## config.mk

```make
export PLATFORM = sky130hd
export DESIGN_NAME = mux_wb_ctrl
export DESIGN_NICKNAME = d
export VERILOG_FILES = /design/src/rtl/mux_wb_ctrl_pkg.sv /design/src/rtl/mux_wb_ctrl_proj_clk_gen.sv /design/src/rtl/mux_wb_ctrl.sv
export SDC_FILE = /design/constraint.sdc
export NUM_CORES = 1
export LEC_CHECK = 0
export CORE_UTILIZATION = 51
export DETAILED_ROUTE_END_ITERATION = 16
export PLACE_DENSITY = 0.92
export SYNTH_ARGS = -nofsm -noshare
export SYNTH_HDL_FRONTEND = slang
export SYNTH_SLANG_ARGS = --single-unit
export TNS_END_PERCENT = 100
```

## constraint.sdc

```tcl
create_clock -name wb_clk_i -period 5.75 [get_ports wb_clk_i]
set_clock_uncertainty 0.2 [all_clocks]
set_input_delay 0.8625 -clock wb_clk_i [delete_from_list [all_inputs] [get_ports wb_clk_i]]
set_output_delay 0.8625 -clock wb_clk_i [all_outputs]
set_load 0.005 [all_outputs]
```

## src/rtl/mux_wb_ctrl_pkg.sv

```systemverilog
// Shared constants for the project-select Wishbone controller: register offsets,
// CTRL/STEP field positions, the project-clock FSM states and the CTRL reset value.
package mux_wb_ctrl_pkg;

  localparam logic [4:0] REG_CTRL = 5'h00;
  localparam logic [4:0] REG_IN   = 5'h04;
  localparam logic [4:0] REG_OUT  = 5'h08;
  localparam logic [4:0] REG_STEP = 5'h0C;
  localparam logic [4:0] REG_DIV  = 5'h10;

  localparam int CTRL_PRST    = 0;
  localparam int CTRL_FREERUN = 1;
  localparam int CTRL_IRQEN   = 2;
  localparam int CTRL_SEL     = 8;

  localparam int STEP_BUSY    = 16;
  localparam int STEP_OVERRUN = 17;
  localparam int STEP_DONE    = 18;

  localparam logic [31:0] CTRL_RESET = 32'h0000_0001;

  typedef enum logic [1:0] {
    CLK_IDLE = 2'd0,
    CLK_HIGH = 2'd1,
    CLK_LOW  = 2'd2
  } clk_state_e;

endpackage

```

## src/rtl/mux_wb_ctrl_proj_clk_gen.sv

```systemverilog
// Project clock generator: N single-step pulses or free-running clock, each
// phase lasting div+1 cycles, with the divider sampled at every phase boundary.
module proj_clk_gen
  import mux_wb_ctrl_pkg::*;
(
  input  logic        clk_i,
  input  logic        rst_i,
  input  logic        load,
  input  logic [15:0] n,
  input  logic        freerun,
  input  logic [7:0]  div,
  output logic        clk,
  output logic        busy,
  output logic        done_pulse,
  output logic [15:0] remaining,
  output clk_state_e  state
);

  clk_state_e  state_q;
  logic        clk_q;
  logic        done_q;
  logic        stepping_q;
  logic [15:0] rem_q;
  logic [7:0]  cnt_q;
  logic [7:0]  div_q;

  always_ff @(posedge clk_i or posedge rst_i) begin
    if (rst_i) begin
      state_q    <= CLK_IDLE;
      clk_q      <= 1'b0;
      done_q     <= 1'b0;
      stepping_q <= 1'b0;
      rem_q      <= 16'd0;
      cnt_q      <= 8'd0;
      div_q      <= 8'd0;
    end else begin
      done_q <= 1'b0;
      case (state_q)
        CLK_IDLE: begin
          cnt_q <= 8'd0;
          div_q <= div;
          if (load && (n != 16'd0)) begin
            rem_q      <= n;
            stepping_q <= 1'b1;
            state_q    <= CLK_HIGH;
            clk_q      <= 1'b1;
          end else if (freerun) begin
            stepping_q <= 1'b0;
            state_q    <= CLK_HIGH;
            clk_q      <= 1'b1;
          end
        end
        CLK_HIGH: begin
          if (cnt_q == div_q) begin
            cnt_q   <= 8'd0;
            div_q   <= div;
            state_q <= CLK_LOW;
            clk_q   <= 1'b0;
          end else begin
            cnt_q <= cnt_q + 8'd1;
          end
        end
        CLK_LOW: begin
          if (cnt_q == div_q) begin
            cnt_q <= 8'd0;
            div_q <= div;
            if (stepping_q) begin
              rem_q <= rem_q - 16'd1;
              if (rem_q == 16'd1) begin
                state_q    <= CLK_IDLE;
                stepping_q <= 1'b0;
                done_q     <= 1'b1;
              end else begin
                state_q <= CLK_HIGH;
                clk_q   <= 1'b1;
              end
            end else if (freerun) begin
              state_q <= CLK_HIGH;
              clk_q   <= 1'b1;
            end else begin
              state_q <= CLK_IDLE;
            end
          end else begin
            cnt_q <= cnt_q + 8'd1;
          end
        end
        default: begin
          state_q <= CLK_IDLE;
          clk_q   <= 1'b0;
        end
      endcase
    end
  end

  assign clk        = clk_q;
  assign busy       = stepping_q;
  assign done_pulse = done_q;
  assign remaining  = rem_q;
  assign state      = state_q;

endmodule

```

## src/rtl/mux_wb_ctrl.sv

```systemverilog
// Wishbone responder driving the project-select mux (sel/in/clk/rst_n) and sampling out.
// Define MUX_WB_CTRL_IRQ_EN to add the irq output and the CTRL[2] IRQEN bit.
module mux_wb_ctrl
  import mux_wb_ctrl_pkg::*;
#(
  parameter int          SEL_BITS    = 2,
  parameter int          INPUT_BITS  = 16,
  parameter int          OUTPUT_BITS = 16,
  parameter logic [31:0] BASE_ADDR   = 32'h3000_0000
) (
  input  logic                   wb_clk_i,
  input  logic                   wb_rst_i,
  input  logic                   wbs_stb_i,
  input  logic                   wbs_cyc_i,
  input  logic                   wbs_we_i,
  input  logic [3:0]             wbs_sel_i,
  input  logic [31:0]            wbs_dat_i,
  input  logic [31:0]            wbs_adr_i,
  output logic                   wbs_ack_o,
  output logic [31:0]            wbs_dat_o,
  output logic [SEL_BITS-1:0]    sel,
  output logic                   clk,
  output logic                   rst_n,
  output logic [INPUT_BITS-1:0]  in,
  input  logic [OUTPUT_BITS-1:0] out
`ifdef MUX_WB_CTRL_IRQ_EN
  ,
  output logic                   irq
`endif
);

  logic                   ack_q, ack_d;
  logic [31:0]            dat_q, dat_d;
  logic                   prst_q, prst_d;
  logic                   freerun_q, freerun_d;
  logic [SEL_BITS-1:0]    ctrl_sel_q, ctrl_sel_d;
  logic [INPUT_BITS-1:0]  in_reg_q, in_reg_d;
  logic [7:0]             div_q, div_d;
  logic [OUTPUT_BITS-1:0] out_q;
  logic                   done_q, done_d;
  logic                   overrun_q, overrun_d;
  logic                   load_q, load_d;
  logic [15:0]            step_n_q, step_n_d;
  logic [SEL_BITS-1:0]    sel_o_q;
  logic [INPUT_BITS-1:0]  in_o_q;
  logic                   rst_n_q;
`ifdef MUX_WB_CTRL_IRQ_EN
  logic                   irqen_q, irqen_d;
  logic                   irq_q;
`endif

  logic        gen_clk, gen_busy, gen_done;
  logic [15:0] gen_rem;
  clk_state_e  gen_state;

  logic        req, accept, wr, step_wr, flag_wr, step_cmd, active;
  logic [4:0]  offset;
  logic [15:0] step_n_wr;
  logic [31:0] ctrl_rd, step_rd, rdata;
  logic        unused_ok;

  // Valid/ready: a request is stb&cyc inside the window; it is accepted on the
  // edge where ack is low, ack is high for exactly the following cycle.
  assign req      = wbs_stb_i && wbs_cyc_i && (wbs_adr_i[31:5] == BASE_ADDR[31:5]);
  assign accept   = req && !ack_q;
  assign wr       = accept && wbs_we_i;
  assign offset   = {wbs_adr_i[4:2], 2'b00};
  assign step_wr  = wr && (offset == REG_STEP);
  assign step_n_wr = {wbs_sel_i[1] ? wbs_dat_i[15:8] : 8'h00,
                      wbs_sel_i[0] ? wbs_dat_i[7:0]  : 8'h00};
  // A STEP write carrying a flag-clear bit is flag maintenance, not a pulse command.
  assign flag_wr  = step_wr && wbs_sel_i[2] && (wbs_dat_i[STEP_OVERRUN] || wbs_dat_i[STEP_DONE]);
  assign step_cmd = step_wr && (wbs_sel_i[0] || wbs_sel_i[1]) && !flag_wr;
  assign active   = load_q || (gen_state != CLK_IDLE) || freerun_q;
  assign unused_ok = &{1'b0, wbs_adr_i[1:0], wbs_dat_i};

  always_comb begin
    ctrl_rd = '0;
    ctrl_rd[CTRL_PRST]    = prst_q;
    ctrl_rd[CTRL_FREERUN] = freerun_q;
`ifdef MUX_WB_CTRL_IRQ_EN
    ctrl_rd[CTRL_IRQEN]   = irqen_q;
`endif
    ctrl_rd[CTRL_SEL +: SEL_BITS] = ctrl_sel_q;

    step_rd = '0;
    step_rd[15:0]         = gen_rem;
    step_rd[STEP_BUSY]    = gen_busy;
    step_rd[STEP_OVERRUN] = overrun_q;
    step_rd[STEP_DONE]    = done_q;

    case (offset)
      REG_CTRL: rdata = ctrl_rd;
      REG_IN:   rdata = 32'(in_reg_q);
      REG_OUT:  rdata = 32'(out_q);
      REG_STEP: rdata = step_rd;
      REG_DIV:  rdata = {24'h0, div_q};
      default:  rdata = '0;
    endcase
  end

  always_comb begin
    ack_d      = accept;
    dat_d      = accept ? rdata : 32'h0;
    prst_d     = prst_q;
    freerun_d  = freerun_q;
    ctrl_sel_d = ctrl_sel_q;
    in_reg_d   = in_reg_q;
    div_d      = div_q;
    done_d     = done_q;
    overrun_d  = overrun_q;
    load_d     = 1'b0;
    step_n_d   = step_n_q;
`ifdef MUX_WB_CTRL_IRQ_EN
    irqen_d    = irqen_q;
`endif

    if (wr && (offset == REG_CTRL)) begin
      if (wbs_sel_i[0]) begin
        prst_d    = wbs_dat_i[CTRL_PRST];
        freerun_d = wbs_dat_i[CTRL_FREERUN];
`ifdef MUX_WB_CTRL_IRQ_EN
        irqen_d   = wbs_dat_i[CTRL_IRQEN];
`endif
      end
      if (wbs_sel_i[1]) ctrl_sel_d = wbs_dat_i[CTRL_SEL +: SEL_BITS];
    end

    if (wr && (offset == REG_IN)) begin
      for (int i = 0; i < INPUT_BITS; i++) begin
        if (wbs_sel_i[i/8]) in_reg_d[i] = wbs_dat_i[i];
      end
    end

    if (wr && (offset == REG_DIV) && wbs_sel_i[0]) div_d = wbs_dat_i[7:0];

    if (flag_wr) begin
      if (wbs_dat_i[STEP_OVERRUN]) overrun_d = 1'b0;
      if (wbs_dat_i[STEP_DONE])    done_d    = 1'b0;
    end

    if (step_cmd) begin
      if (active) begin
        overrun_d = 1'b1;
      end else if (step_n_wr == 16'd0) begin
        done_d = 1'b1;
      end else begin
        load_d   = 1'b1;
        step_n_d = step_n_wr;
      end
    end

    if (gen_done) done_d = 1'b1;
  end

  always_ff @(posedge wb_clk_i or posedge wb_rst_i) begin
    if (wb_rst_i) begin
      ack_q      <= 1'b0;
      dat_q      <= '0;
      prst_q     <= CTRL_RESET[CTRL_PRST];
      freerun_q  <= 1'b0;
      ctrl_sel_q <= '0;
      in_reg_q   <= '0;
      div_q      <= '0;
      out_q      <= '0;
      done_q     <= 1'b0;
      overrun_q  <= 1'b0;
      load_q     <= 1'b0;
      step_n_q   <= '0;
      sel_o_q    <= '0;
      in_o_q     <= '0;
      rst_n_q    <= 1'b0;
`ifdef MUX_WB_CTRL_IRQ_EN
      irqen_q    <= 1'b0;
      irq_q      <= 1'b0;
`endif
    end else begin
      ack_q      <= ack_d;
      dat_q      <= dat_d;
      prst_q     <= prst_d;
      freerun_q  <= freerun_d;
      ctrl_sel_q <= ctrl_sel_d;
      in_reg_q   <= in_reg_d;
      div_q      <= div_d;
      out_q      <= out;
      done_q     <= done_d;
      overrun_q  <= overrun_d;
      load_q     <= load_d;
      step_n_q   <= step_n_d;
      sel_o_q    <= ctrl_sel_q;
      in_o_q     <= in_reg_q;
      rst_n_q    <= !prst_q;
`ifdef MUX_WB_CTRL_IRQ_EN
      irqen_q    <= irqen_d;
      irq_q      <= done_q && irqen_q;
`endif
    end
  end

  proj_clk_gen u_clk_gen (
    .clk_i      (wb_clk_i),
    .rst_i      (wb_rst_i),
    .load       (load_q),
    .n          (step_n_q),
    .freerun    (freerun_q),
    .div        (div_q),
    .clk        (gen_clk),
    .busy       (gen_busy),
    .done_pulse (gen_done),
    .remaining  (gen_rem),
    .state      (gen_state)
  );

  assign wbs_ack_o = ack_q;
  assign wbs_dat_o = dat_q;
  assign sel       = sel_o_q;
  assign in        = in_o_q;
  assign rst_n     = rst_n_q;
  assign clk       = gen_clk;
`ifdef MUX_WB_CTRL_IRQ_EN
  assign irq       = irq_q;
`endif

endmodule
```

==> flow_summary_export.csv <==
group,metric,value,unit
hold_path,min_from,"in_reg_q[7]$_DFFE_PP0P_",
power,power_frac_clock,50.4,%
worst_setup_path,timing.rr.start,"u_clk_gen.state[0]$_DFFE_PP0P_",
hold_path,min_path_type,"flip-flop to flip-flop",
clock_tree,cts.sinks,139,
sta,period_minus_slack,3.765,ns
sta,max_freq,265.6,MHz
drt,wl_per_cell,20.47,um
yosys,synth.distinct_cells,71,
yosys,yosys_warnings,0,
power,peakVddDrop,0.2380,mV
cells_and_area,nNetsFinal,779,
worst_setup_path,critPathCaptureType,"flip-flop",
yosys,synth_top_area_share,54.00,%
drt,drt_first_pass_iters,8,
drt,drcViolationCount,0,
sta,fin_setup_tns,0,ns
cells_and_area,antenna_cells,0,
run_status,status,"finished, final reports clean",
sta,rsz0062_at_grt,"false",
drt,viasPerCell,6.101,
cells_and_area,multiInputGateArea,2714,um2
clock_tree,cts_repair_resize_count,0,
global_route,grt_pass1_wl,27660,um
sta,fin_crit_sh,65.48,%
power,power_density,271.4,nW/um2
die,coreArea,12110,um2
power,p_seq_share,44.3,%
die,start_util,52.80,%
drt,routed_wl,17690,um
place,port_buffers,111,
worst_setup_path,cp_cell_sequence,"clkdlybuf4s50_1 -> nor2b_1 -> nor2b_1 -> nand4_2 -> mux2_2",
global_route,track_usage,28.39,%
sta,setup_viol_count_final,0,
run,maxCapViolations,0,
die,ios,142,
power,power_switching,528.4,uW
clock_tree,cts_setup_buffers,0,
yosys,synth_most_common_cell,"dfrtp_1",
yosys,ys_top_cells_by_area,"dfrtp_1 54%, mux2_2 8.1%, nand2_1 3.4%",
yosys,synth-main-ff-cell,"dfrtp_1",
clock_tree,cts_max_level,4,
clock_tree,postCtsHoldBufs,0,
die,fp.dieH,114.0,um
power,leakage,0.003751,uW
yosys,syn_inst,575,
sta,maxSlewHeadroom,20.35,%
die,dieArea,12990,um2
worst_setup_path,critPathMaxFanout,24,
cells_and_area,n_fill_cell,831,
global_route,grt_max_degree,53,
global_route,antenna_found_initial,0,
clock_tree,cts_made_buffers,17,
cells_and_area,syn2layout_area_growth,28.19,%
power,p_comb_share,5.3,%
yosys,synth_largest_area_cell,"dfrtp_1",
yosys,synth_common_cells,"138 x dfrtp_1, 58 x nand2_1, 46 x mux2_2, 38 x nor2_1, 28 x o21ai_0",
sta,report.final.slew_viol_count,0,
yosys,ys_seq_elements,139,
cells_and_area,drive_gt1_share,14.51,%
cells_and_area,final_util,67.69,%
place,placed_area,7592,um2
die,placementRows,40,
yosys,synth_seq_area_share,54.41,%
power,netSwitchingFraction,23.75,%
worst_setup_path,critical_path_class,"input port to flip-flop",
yosys,avgSynthCellArea,11.12,um2
worst_setup_path,cp.arrival,3.87,ns
drt,drt_iter0_drc,739,
global_route,grt_pass1_vias,5274,
clock_tree,clkTransAtPathRegs,0.06,ns
drt,dr_total_vias,5271,
die,dieWidth,114.0,um
worst_setup_path,slowest_stage,"clkdlybuf4s50_1",
worst_setup_path,start_kind,"input port",
clock_tree,clock_latency,0.43,ns
clock_tree,cts_tree,"yes",
worst_setup_path,cpPeakStageDelay,1.26,ns
power,p_int,1696,uW
worst_setup_path,path_common_cell,"nor2b_1",
clock_tree,ctsRootBufferMaster,"clkbuf_16",
yosys,async_reset_ff_share,100.0,%
power,power.total,2225,uW
cells_and_area,final_area,8198,um2
yosys,synth_edf_count,0,
sta,hold_viol,0,
worst_setup_path,worstSetupStartpoint,"wbs_adr_i[2]",
global_route,grt_overflow,0,
yosys,netlist_area,6395,um2
place,gp_congestion,0.8928,
drt,drtAntennaViolNets,0,
sta,worst_pin_slew,1.191,ns
clock_tree,cts_buffer_depth,2,
place,dp_hpwl,11770,um
worst_setup_path,critPathRequiredTime,5.86,ns
cells_and_area,register_area,3480,um2
registers in the layout (all words and copies together) (netlist names), 16 cells and up:
signal               flops
out_q                   16
u_clk_gen.remaining     16
in                      16
wbs_dat_o               19
step_n_q                16
in_reg_q                16
metrics by stage:
stage | instances | hold slack, ns | setup WS (ns)
3_5_place_dp | 832 | 0.1892 | 1.687
4_1_cts | 864 | 0.2024 | 2.080
5_1_grt | 864 | 0.2168 | 1.678
3_3_place_gp | 832 | 0.1767 | 1.876
2_1_floorplan | 587 | 0.1638 | 0.9646
6_report | 864 | 0.2008 | 1.985
routing by layer:
layer	track usage [%]	share of wire, %	up-vias
met5	0	0	-
met4	12.21	3.8	0
met3	6.854	7.5	74
met2	48.04	51	330
met1	34.76	38	2578
li1	-	-	2289
area by class of cell:
type,count,share of cell area [%]
inverters,12,0.5800
clock buffers,17,5.189
repair buffers,115,13.92
clock inverters,15,2.198
well taps,168,2.564
flip-flops and latches,139,42.45
multi-input cells,398,33.10
layout by cell type (no fill, tap or decap), types with 5 or more instances in the layout:
| cell type | instances |
|---|---|
| and3_1 | 11 |
| mux2_2 | 46 |
| and2_1 | 6 |
| nor2b_1 | 9 |
| inv_1 | 11 |
| o211ai_1 | 5 |
| nor3_1 | 10 |
| a21oi_1 | 9 |
| nor4_1 | 18 |
| dfrtp_1 | 138 |
| nand2_1 | 58 |
| o21ai_0 | 28 |
| a22oi_1 | 17 |
| nor2_1 | 38 |
| conb_1 | 13 |
| nand3_1 | 12 |
| ha_1 | 7 |
| nand2b_1 | 7 |
| o22ai_1 | 13 |
| xor2_1 | 12 |
| clkbuf_16 | 17 |
| nand4_1 | 6 |
| mux2i_1 | 9 |
| clkdlybuf4s50_1 | 111 |
logic make-up (layout without fill, tap and decap cells):
family	count (synthesis)	after routing	share of synthesized area (%)
flip-flops	139	139	54.41
adder cells (fa/ha/maj)	7	7	1.370
multiplexers	58	58	10.45
other	1	13	0.05864
XOR/XNOR	13	13	1.780
AND/OR/NAND/NOR	200	200	16.57
buffers and inverters	50	159	3.854
AO/OA/AOI/OAI	107	107	11.50
worst paths after layout:
kind	slack, ns	endpoint	depth (start not counted)
min in group asynchronous	0.64	in[12]$_DFF_PP0_	2
max in group asynchronous	3.68	step_n_q[5]$_DFFE_PP0P_	3
setup / recovery	1.98	in_reg_q[4]$_DFFE_PP0P_	5
hold reg to reg	0.20	in[7]$_DFF_PP0_	0
hold / removal	0.20	in[7]$_DFF_PP0_	0
setup reg to reg	2.43	step_n_q[1]$_DFFE_PP0P_	8
critical path: cells and delay by family:
kind          cells  cell delay, ns
simple gates      3            1.30
buf+inv           1            1.26
mux               1            0.43
power by group through the flow:
stage	Clock, uW	Sequential, uW	Combinational, uW
floorplan	0	1000	49.9
global route	1160	986	127
CTS	1130	986	117
global placement	0	1000	109
finish	1120	986	117
detailed placement	0	1000	114
Power figures use the tool's default switching activity.
==> RTL change, RTL diff (config.mk and constraints unchanged) <==
The 3 states of `clk_state_e` get a one-hot encoding in 3 bits.
--- a/src/rtl/mux_wb_ctrl_pkg.sv
+++ b/src/rtl/mux_wb_ctrl_pkg.sv
@@ -19,10 +19,10 @@
 
   localparam logic [31:0] CTRL_RESET = 32'h0000_0001;
 
-  typedef enum logic [1:0] {
-    CLK_IDLE = 2'd0,
-    CLK_HIGH = 2'd1,
-    CLK_LOW  = 2'd2
+  typedef enum logic [2:0] {
+    CLK_IDLE = 3'b001,
+    CLK_HIGH = 3'b010,
+    CLK_LOW  = 3'b100
   } clk_state_e;
 
 endpackage
Formal check against the unedited RTL: same outputs for any inputs over 4 cycles, from zero or initial values and one cycle with wb_rst_i high; so few cycles prove little.
==> RTL change against the unedited design <==
Critical path type unchanged. Synthesized area up 4.6%. Core utilization down 1.3 points. Non-clock buffer count grew 1. Cell area is 3.0% higher. Sequential cell count is 1 higher. Total power fell by 1.2%. Setup slack better by 0.19 ns. Sequential power grew 0.7%. Wire length rose by 6.6%.
==> RTL change: results (changes against the unedited design) <==
The flow ran to the end, and the final reports show no timing, DRC or antenna violations. The static power due to leakage is 3.853 nW (was 3.751 nW). The post-detailed-route via-to-cell ratio came out at 6.239 (was 6.101).

Library cell contributing the largest single delay on the critical path: sky130_fd_sc_hd__nor3_4 (was sky130_fd_sc_hd__clkdlybuf4s50_1). Most area-consuming cells after synthesis: sky130_fd_sc_hd__dfrtp_1, sky130_fd_sc_hd__mux2_2, sky130_fd_sc_hd__mux2i_1, sky130_fd_sc_hd__a22oi_1, sky130_fd_sc_hd__nor2_1 (was sky130_fd_sc_hd__dfrtp_1, sky130_fd_sc_hd__mux2_2, sky130_fd_sc_hd__nand2_1, sky130_fd_sc_hd__nor2_1, sky130_fd_sc_hd__o21ai_0). The layout cell share with drive strength beyond 1 came out at 14.66% (was 14.51%). The predominant post-synthesis flop cell was sky130_fd_sc_hd__dfrtp_1 (unchanged).

The worst slack on hold paths was 0.2104 ns (was 0.2008 ns). Leading post-synthesis cells by instance count: sky130_fd_sc_hd__dfrtp_1, sky130_fd_sc_hd__mux2_2, sky130_fd_sc_hd__nor2_1 (was sky130_fd_sc_hd__dfrtp_1, sky130_fd_sc_hd__nand2_1, sky130_fd_sc_hd__mux2_2). The initial antenna violation count is 0 (unchanged). The hold path endpoint is in[14] (was in[7]). Part of the power in registers: 45.2% (was 44.3%). The register-to-register path setup slack was 2.71 ns (was 2.43 ns). Placed wire-length estimate: 12.51 mm (was 11.77 mm). The run gives 29.28 mm (was 27.66 mm) as the first-pass GRT wire length.

The logs give 0.9230 (was 0.8928) for the final weighted congestion in routability-driven placement and 1.659 mW (was 1.696 mW) for the internal power consumption. The DRC marker count from the first detailed-route iteration was 765 (was 739); the number of detailed-route iterations in the first pass was 6 (was 8). The logs give 55 (was 53) for the maximum number of pins on one net before global-route repair and 802 (was 779) for the number of nets in the layout.

The sequential cell area fraction in the yosys report was 52.42% (was 54.41%). The worst flop-to-flop path startpoint was u_clk_gen.state[1] (was u_clk_gen.state[0]). The tools report the number of fillers in the final layout as 876 (was 831).

The maximum net fanout on the critical path was 16 (was 24). The arrival time at the worst endpoint was 3.72 ns (was 3.87 ns). Average wire per standard cell: 21.07 µm (was 20.47 µm).

For the global-route total usage across every layer, the log shows 28.88% (was 28.39%). The startpoint of the tightest hold check path is in_reg_q[14] (was in_reg_q[7]). The worst ir drop on vdd was 227.7 µV (was 238.0 µV). Worst setup path startpoint: wbs_adr_i[4] (was wbs_adr_i[2]).

The endpoint of the lowest-slack register-to-register path was step_n_q[14] (was step_n_q[1]). The via count of the first global-routing pass is 5684 (was 5274), and the transition time at the pin with the least slew margin is 1.016 ns (was 1.191 ns).
==> RTL change: cell count changes after synthesis, moves of 6 or more <==
| cell | unedited run | this run |
|---|---|---|
| sky130_fd_sc_hd__a31oi_1 | 2 | 10 |
| sky130_fd_sc_hd__o21ai_0 | 28 | 15 |
| sky130_fd_sc_hd__a21oi_1 | 9 | 16 |
| sky130_fd_sc_hd__o21a_1 | 1 | 7 |
| sky130_fd_sc_hd__mux2i_1 | 9 | 19 |
| sky130_fd_sc_hd__nand2_1 | 58 | 41 |
| sky130_fd_sc_hd__a221o_1 | 0 | 8 |
| sky130_fd_sc_hd__nand3_1 | 12 | 19 |
| sky130_fd_sc_hd__inv_1 | 12 | 27 |
| sky130_fd_sc_hd__o22ai_1 | 13 | 5 |
==> RTL change: cell families (layout without fill, tap and decap cells) <==
group	Yosys count	after routing	synth area share, %
compound gates	118	118	12.65
fa+ha+maj	3	3	0.5613
buf+inv	69	175	5.033
mux	70	70	11.77
other cells	1	13	0.05607
simple gates	194	194	16.20
flops	140	140	52.42
xor+xnor	10	10	1.310
==> RTL change: cell type report <==
class / instances / area share, %
clock buffers: 17 / 5.039
well taps: 172 / 2.549
repair buffers: 116 / 13.61
flip-flops and latches: 140 / 41.53
multi-input cells: 408 / 34.24
clock inverters: 15 / 1.808
inverters: 27 / 1.230
==> RTL change: routing by layer <==
metal	share of wire (%)	global-route usage (%)	up-vias
met1	37	34.44	2769
li1	-	-	2407
met3	7.0	6.539	66
met2	52	49.19	342
met5	0	0	-
met4	3.3	14.44	0
==> RTL change: stage by stage <==
stage	setup slack, ns	power (mW)	instances	instance area [µm²]
floorplan	0.9379	1.061	617	6733
global placement	1.972	1.122	863	7864
detailed placement	1.819	1.127	863	7864
CTS	2.173	2.197	895	8442
global route	2.056	2.254	895	8442
finish	2.176	2.197	895	8442
